## config.mk

```make
export PLATFORM = sky130hd
export DESIGN_NAME = score_bcd_converter
export DESIGN_NICKNAME = d
export VERILOG_FILES = /design/src/rtl/score_bcd_converter_pkg.sv /design/src/rtl/score_bcd_converter_add3.sv /design/src/rtl/score_bcd_converter.sv
export SDC_FILE = /design/constraint.sdc
export NUM_CORES = 1
export LEC_CHECK = 0
export CORE_MARGIN = 1.5
export CORE_UTILIZATION = 55
export CTS_CLUSTER_DIAMETER = 80
export DETAILED_ROUTE_END_ITERATION = 10
export PLACE_DENSITY = 0.92
export SETUP_SLACK_MARGIN = 0.02
export SLEW_MARGIN = 15
export SYNTH_ARGS = -nofsm -noshare
export SYNTH_HDL_FRONTEND = slang
export SYNTH_HIERARCHICAL = 1
export SYNTH_SLANG_ARGS = --single-unit
```

## constraint.sdc

```tcl
create_clock -name Clk -period 2.9 [get_ports Clk]
set_clock_uncertainty 0.15 [all_clocks]
set_input_delay 0.435 -clock Clk [delete_from_list [all_inputs] [get_ports Clk]]
set_output_delay 0.435 -clock Clk [all_outputs]
set_load 0.01 [all_outputs]
```

## src/rtl/score_bcd_converter_pkg.sv

```systemverilog
// Shared types and constants for the binary-to-BCD score converter.
package score_bcd_converter_pkg;

  typedef enum logic [1:0] {
    IDLE,
    SHIFT,
    DONE
  } state_t;

  localparam int unsigned BCD_DIGIT_W = 4;

  // 10^n as a 64-bit constant, used for the elaboration-time overflow limit.
  function automatic logic [63:0] pow10(input int unsigned n);
    logic [63:0] r;
    r = 64'd1;
    for (int unsigned i = 0; i < n; i++) begin
      r = r * 64'd10;
    end
    return r;
  endfunction

endpackage

```

## src/rtl/score_bcd_converter_add3.sv

```systemverilog
// Double-dabble digit correction: add 3 to a BCD digit that is 5 or more.
module bcd_add3
  import score_bcd_converter_pkg::*;
(
  input  logic [BCD_DIGIT_W-1:0] din,
  output logic [BCD_DIGIT_W-1:0] dout
);

  always_comb begin
    dout = din;
    if (din >= BCD_DIGIT_W'(5)) begin
      dout = din + BCD_DIGIT_W'(3);
    end
  end

endmodule

```

## src/rtl/score_bcd_converter.sv

```systemverilog
// Sequential shift-add-3 binary-to-BCD converter, one input bit per clock,
// with a registered, saturating result for the seven-segment drivers.
module score_bcd_converter
  import score_bcd_converter_pkg::*;
#(
  parameter int unsigned BIN_W  = 20,
  parameter int unsigned DIGITS = 6
) (
  input  logic                          Clk,
  input  logic                          Reset,
  input  logic                          start,
  input  logic [BIN_W-1:0]              bin_in,
  output logic                          busy,
  output logic                          done,
  output logic [BCD_DIGIT_W*DIGITS-1:0] bcd_out,
  output logic                          overflow
);

  localparam int unsigned       SCR_W = BCD_DIGIT_W * DIGITS;
  localparam int unsigned       CNT_W = $clog2(BIN_W + 1);
  localparam logic [63:0]       LIMIT = pow10(DIGITS);
  localparam logic [SCR_W-1:0]  SAT   = {DIGITS{4'h9}};

  state_t             state, state_nxt;
  logic [BIN_W-1:0]   shreg;
  logic [SCR_W-1:0]   scratch;
  logic [SCR_W-1:0]   scratch_adj;
  logic [CNT_W-1:0]   cnt;
  logic               ovf_flag;
  logic               accept;
  logic               last_step;

  always_comb begin
    accept    = start && ((state == IDLE) || (state == DONE));
    last_step = (state == SHIFT) && (cnt == CNT_W'(1));
  end

  for (genvar g = 0; g < DIGITS; g++) begin : g_add3
    bcd_add3 u_add3 (
      .din  (scratch[g*BCD_DIGIT_W +: BCD_DIGIT_W]),
      .dout (scratch_adj[g*BCD_DIGIT_W +: BCD_DIGIT_W])
    );
  end

  always_ff @(posedge Clk or posedge Reset) begin
    if (Reset) begin
      state <= IDLE;
    end else begin
      state <= state_nxt;
    end
  end

  always_comb begin
    state_nxt = state;
    case (state)
      IDLE:    if (start) state_nxt = SHIFT;
      SHIFT:   if (last_step) state_nxt = DONE;
      DONE:    state_nxt = start ? SHIFT : IDLE;
      default: state_nxt = IDLE;
    endcase
  end

  always_comb begin
    busy = (state == SHIFT);
  end

  // done is registered so it rises in the same cycle bcd_out/overflow change.
  always_ff @(posedge Clk or posedge Reset) begin
    if (Reset) begin
      shreg    <= '0;
      scratch  <= '0;
      cnt      <= '0;
      ovf_flag <= 1'b0;
      done     <= 1'b0;
      bcd_out  <= '0;
      overflow <= 1'b0;
    end else begin
      done <= (state == DONE);
      if (accept) begin
        shreg    <= bin_in;
        scratch  <= '0;
        cnt      <= CNT_W'(BIN_W);
        ovf_flag <= (64'(bin_in) >= LIMIT);
      end else if (state == SHIFT) begin
        {scratch, shreg} <= {scratch_adj, shreg} << 1;
        cnt              <= cnt - CNT_W'(1);
      end
      if (state == DONE) begin
        bcd_out  <= ovf_flag ? SAT : scratch;
        overflow <= ovf_flag;
      end
    end
  end

endmodule
```

### Word-level counts from Yosys, hierarchy flattened

Cells that the tools add are included.

* $add $sub $neg: 7
* equality and inequality tests: 5
* mux-type cells: 17
* reductions and logical operators: 6
* magnitude comparators: 7

Operators with widths (number)
* 2-to-1 mux 24 bit: 3
* 2-to-1 mux 20 bit: 2
* >= comparator 4 x 3 -> 1 bit, second input constant: 6
* adder 4 x 2 -> 4 bit, second input constant: 5
* >= comparator 20 bit, second input constant: 1
* 2-to-1 mux 4 bit: 5
* 2-to-1 mux 5 bit: 2
* one-hot mux 2 bit (3 select lines): 1
* == test 5 x 1 -> 1 bit, second input constant: 1
* subtractor 5 x 1 -> 5 bit, second input constant: 1
* 2-to-1 mux 2 bit: 2
* adder 3 x 2 -> 3 bit, second input constant: 1
* 2-to-1 mux 3 bit: 1
* == test 2 x 1 -> 1 bit, second input constant: 1
* == test 2 bit, second input constant: 1
* logical AND 1 bit: 2
* zero test 2 bit: 1
* != test 2 x 1 -> 1 bit, second input constant: 1
* != test 2 bit, second input constant: 1
* AND reduction 2 bit: 1
* nonzero test 2 bit: 1
* logical OR 1 bit: 1
* 2-to-1 mux 1 bit: 1

* input bits: 23
* word-level logic and storage cells: 50
* register bits: 78
* output and inout port bits: 27

### Logic depth before layout (Yosys ltp)

* depth in word-level cells: 4
* gate-level depth with buffers: 7

### Modules after synthesis

The synthesis kept the hierarchy.

Modules (own cells, without submodules)
* score_bcd_converter: area an instance 3236.9 um^2, times used 1, cells an instance 309, sequential area each 1951.9 um^2
* bcd_add3: area an instance 101.3 um^2, times used 6, cells an instance 16, sequential area each 0.0 um^2

### Least setup slack after synthesis

Ideal clock, no wire load.

* path type: register -> output
* start point: register state[1]
* end point: output port busy
* stages on the path, launching flop included: 6
* arrival time: 0.933 ns
* slack: 1.382 ns
* path buffers: 3
* data required time: 2.315 ns
* path through: dfrtp_1 nand2b_1 buf_6 inv_4 buf_12 buf_6

* longest elaborated chain between the ends: 1

RTL lines
* from (decl): RTL line score_bcd_converter.sv:24 `state_t state, state_nxt;`
* from (signal assigned): RTL line score_bcd_converter.sv:49 `state <= state_nxt;`
* == test 2 x 1 -> 1 bit: RTL line score_bcd_converter.sv:64 `busy = (state == SHIFT);`
* to (decl): RTL line score_bcd_converter.sv:13 `output logic busy,`

No other way between the ends.

### Worst setup path in the final report

Same ends and word-level chain as after synthesis.

==> metrics.md <==
| Metric | Value |
|---|---|
| First-pass GRT wire length | 13700 um |
| DR iter-0 viols | 188 |
| Post-Syn Area | 3825 um^2 |
| Hold/Removal Path Class | primary input to asynchronous set/reset pin |
| Slew headroom | 42.91% |
| Drt pass-1 iters | 5 |
| Worst-path fanout max | 13 |
| WL/cell | 14.73 um |
| Die Y | 86.40 um |
| Fraction of final layout cells sized beyond drive strength 1 | 7.333% |
| Bufs on Longest Clock Path | 2 |
| R2R setup slack | 0.95 ns |
| Initial core utilization | 56.61% |
| H-tree depth | 3 |
| Worst R2R Path Depth | 5 |
| Synth warn | 6 |
| Die width | 86.40 um |
| DRT Wirelength | 7807 um |
| WL met3 | 428 um |
| # rows | 30 |
| Post_cts resized | 0 |
| Status | complete, no violations |
| CTS root buf | clkbuf_8 |
| Diode count | 0 |
| Unrepaired setup endpoints after global routing | no |
| Sum of negative setup slack | 0 ns |
| Die Footprint | 7464 um^2 |
| Vias in the first global route | 3114 |
| Syn Nets | 438 |
| Final period utilization | 77.62% |
| Post-CTS Hold Buffers | 0 |
| Largest net degree at the start of global routing | 79 |
| PortBufs | 49 |
| Multi-input logic area | 1652 um^2 |
| Critical Path RT | 2.32 ns |
| Nets | 483 |
| Initial antenna violation count | 0 |
| Highest routing layer actually used | met4 |
| Max Cap Viol | 0 |
| IO Pins | 50 |
| PwrDens | 1104 nW/um^2 |
| Inst Count DP | 515 |
| Layout Cells excl Fill | 530 |
| Sequential cell area | 1952 um^2 |
| CTS tree | done |
| Vias per Instance | 5.747 |
| CP arrival | 1.67 ns |
| Vias | 3046 |
| CP endpoint kind | primary output |
| Syn Inst Count | 401 |
| P&R area growth vs syn | 18.97% |
| Tightest Pin Transition | 0.8563 ns |
| Hold slack | 0.3239 ns |
| Crit Path Category | flop to primary output |
| Clock Sinks | 78 |
| Reg2reg start | state[0] |
| GRT Overall Usage | 23.55% |
| TritonCTS buffer count | 9 |
| WL met2 | 3839 um |
| Final setup fails | 0 |
| Startpoint Class | flop |
| Worst VDD drop | 0.0005371 V |
| Drt drc | 0 |
| Setup bufs post-CTS | 0 |
| Max Freq | 444.2 MHz |
| Post-synthesis area per instance | 9.538 um^2 |
| Worst r2r dst | scratch[23] |
| GPL Wtd Cong | 0.8532 |
| Grt ovf | 0 |
| Max-slew violations | 0 |
| Final Hold Viols | 0 |
| Clk_lat worst skew | 0.36 ns |
| Dpl hpwl | 5053 um |
| Worst-path clk slew | 0.08 ns |
| LEAKAGE | 2.082 nW |
| DRT antenna net count | 0 |
| Post-layout minimum cycle time | 2.251 ns |
| Met1 WL | 3364 um |
| Filler cells | 533 |
| Placeable Area | 6756 um^2 |
cell type report:
| type | count | area share [%] |
|---|---|---|
| Clock buffer | 11 | 3.327 |
| Tap cell | 80 | 2.200 |
| Multi-Input combinational cell | 283 | 36.29 |
| Timing Repair Buffer | 56 | 12.21 |
| Clock inverter | 4 | 1.540 |
| Sequential cell | 78 | 42.89 |
| Inverter | 18 | 1.540 |
worst max-delay path: stages (launching register included):
cell and delay, ns:
dfrtp_1 0.39, nand2b_1 0.20, inv_4 0.15, clkdlybuf4s50_1 0.55
layer usage:
layer  up-vias  GRT usage, %
met5         -             0
met4         0         11.58
met3        17         4.762
met2       108         39.99
met1      1473         28.71
li1       1448             -
power breakdown:
part	internal (W)	leakage [nW]	switching (W)
combinational	0.00106	0.968	0.00106
clock	0.000524	0.115	0.000396
sequential	0.00155	0.999	0.000438
total	0.00313	2.08	0.00189
cells in the final DEF, fill, tap and decap left out, drive strengths merged, types with 2 or more instances in the layout:
| cell type | n |
|---|---|
| nand2b | 26 |
| nand3b | 2 |
| dfrtp | 78 |
| ha | 14 |
| clkinv | 2 |
| nand3 | 2 |
| buf | 7 |
| a21oi | 7 |
| mux2i | 6 |
| a31oi | 19 |
| a22o | 25 |
| bufinv | 2 |
| o21ai | 36 |
| o31ai | 2 |
| inv | 18 |
| nor2 | 39 |
| xnor2 | 6 |
| clkbuf | 11 |
| nand2 | 86 |
| clkdlybuf4s50 | 49 |
sequential cells by signal, summed over array words and instances (netlist names):
register	count
bcd_out	24
scratch	24
shreg	20
cnt	5
state	2
done	1
overflow	1
ovf_flag	1
how the worst max path moves through the flow:
stage                        start  slack [ns]         end  depth (start not counted)
final                     state[1]        0.65        busy                          3
after global routing      state[1]        0.58        busy                          3
after CTS                 state[1]        0.63        busy                          3
after detailed placement     start        0.83    shreg[6]                          5
after global placement       start        0.88    shreg[5]                          5
after floorplan              Reset        0.32  bcd_out[0]                          1
metrics by stage:
step                      cell area (um^2)  setup WS [ns]  utilization (%)  total power, W
final                                 4551         0.6490            67.35        0.005024
after global routing                  4551         0.5842            67.35        0.005414
after CTS                             4551         0.6324            67.35        0.005028
after detailed placement              4329         0.8308            64.07        0.004094
after global placement                4329         0.8813            64.07        0.003938
after floorplan                       3825         0.3200                -        0.003504
(Power assumes the default switching activity.)
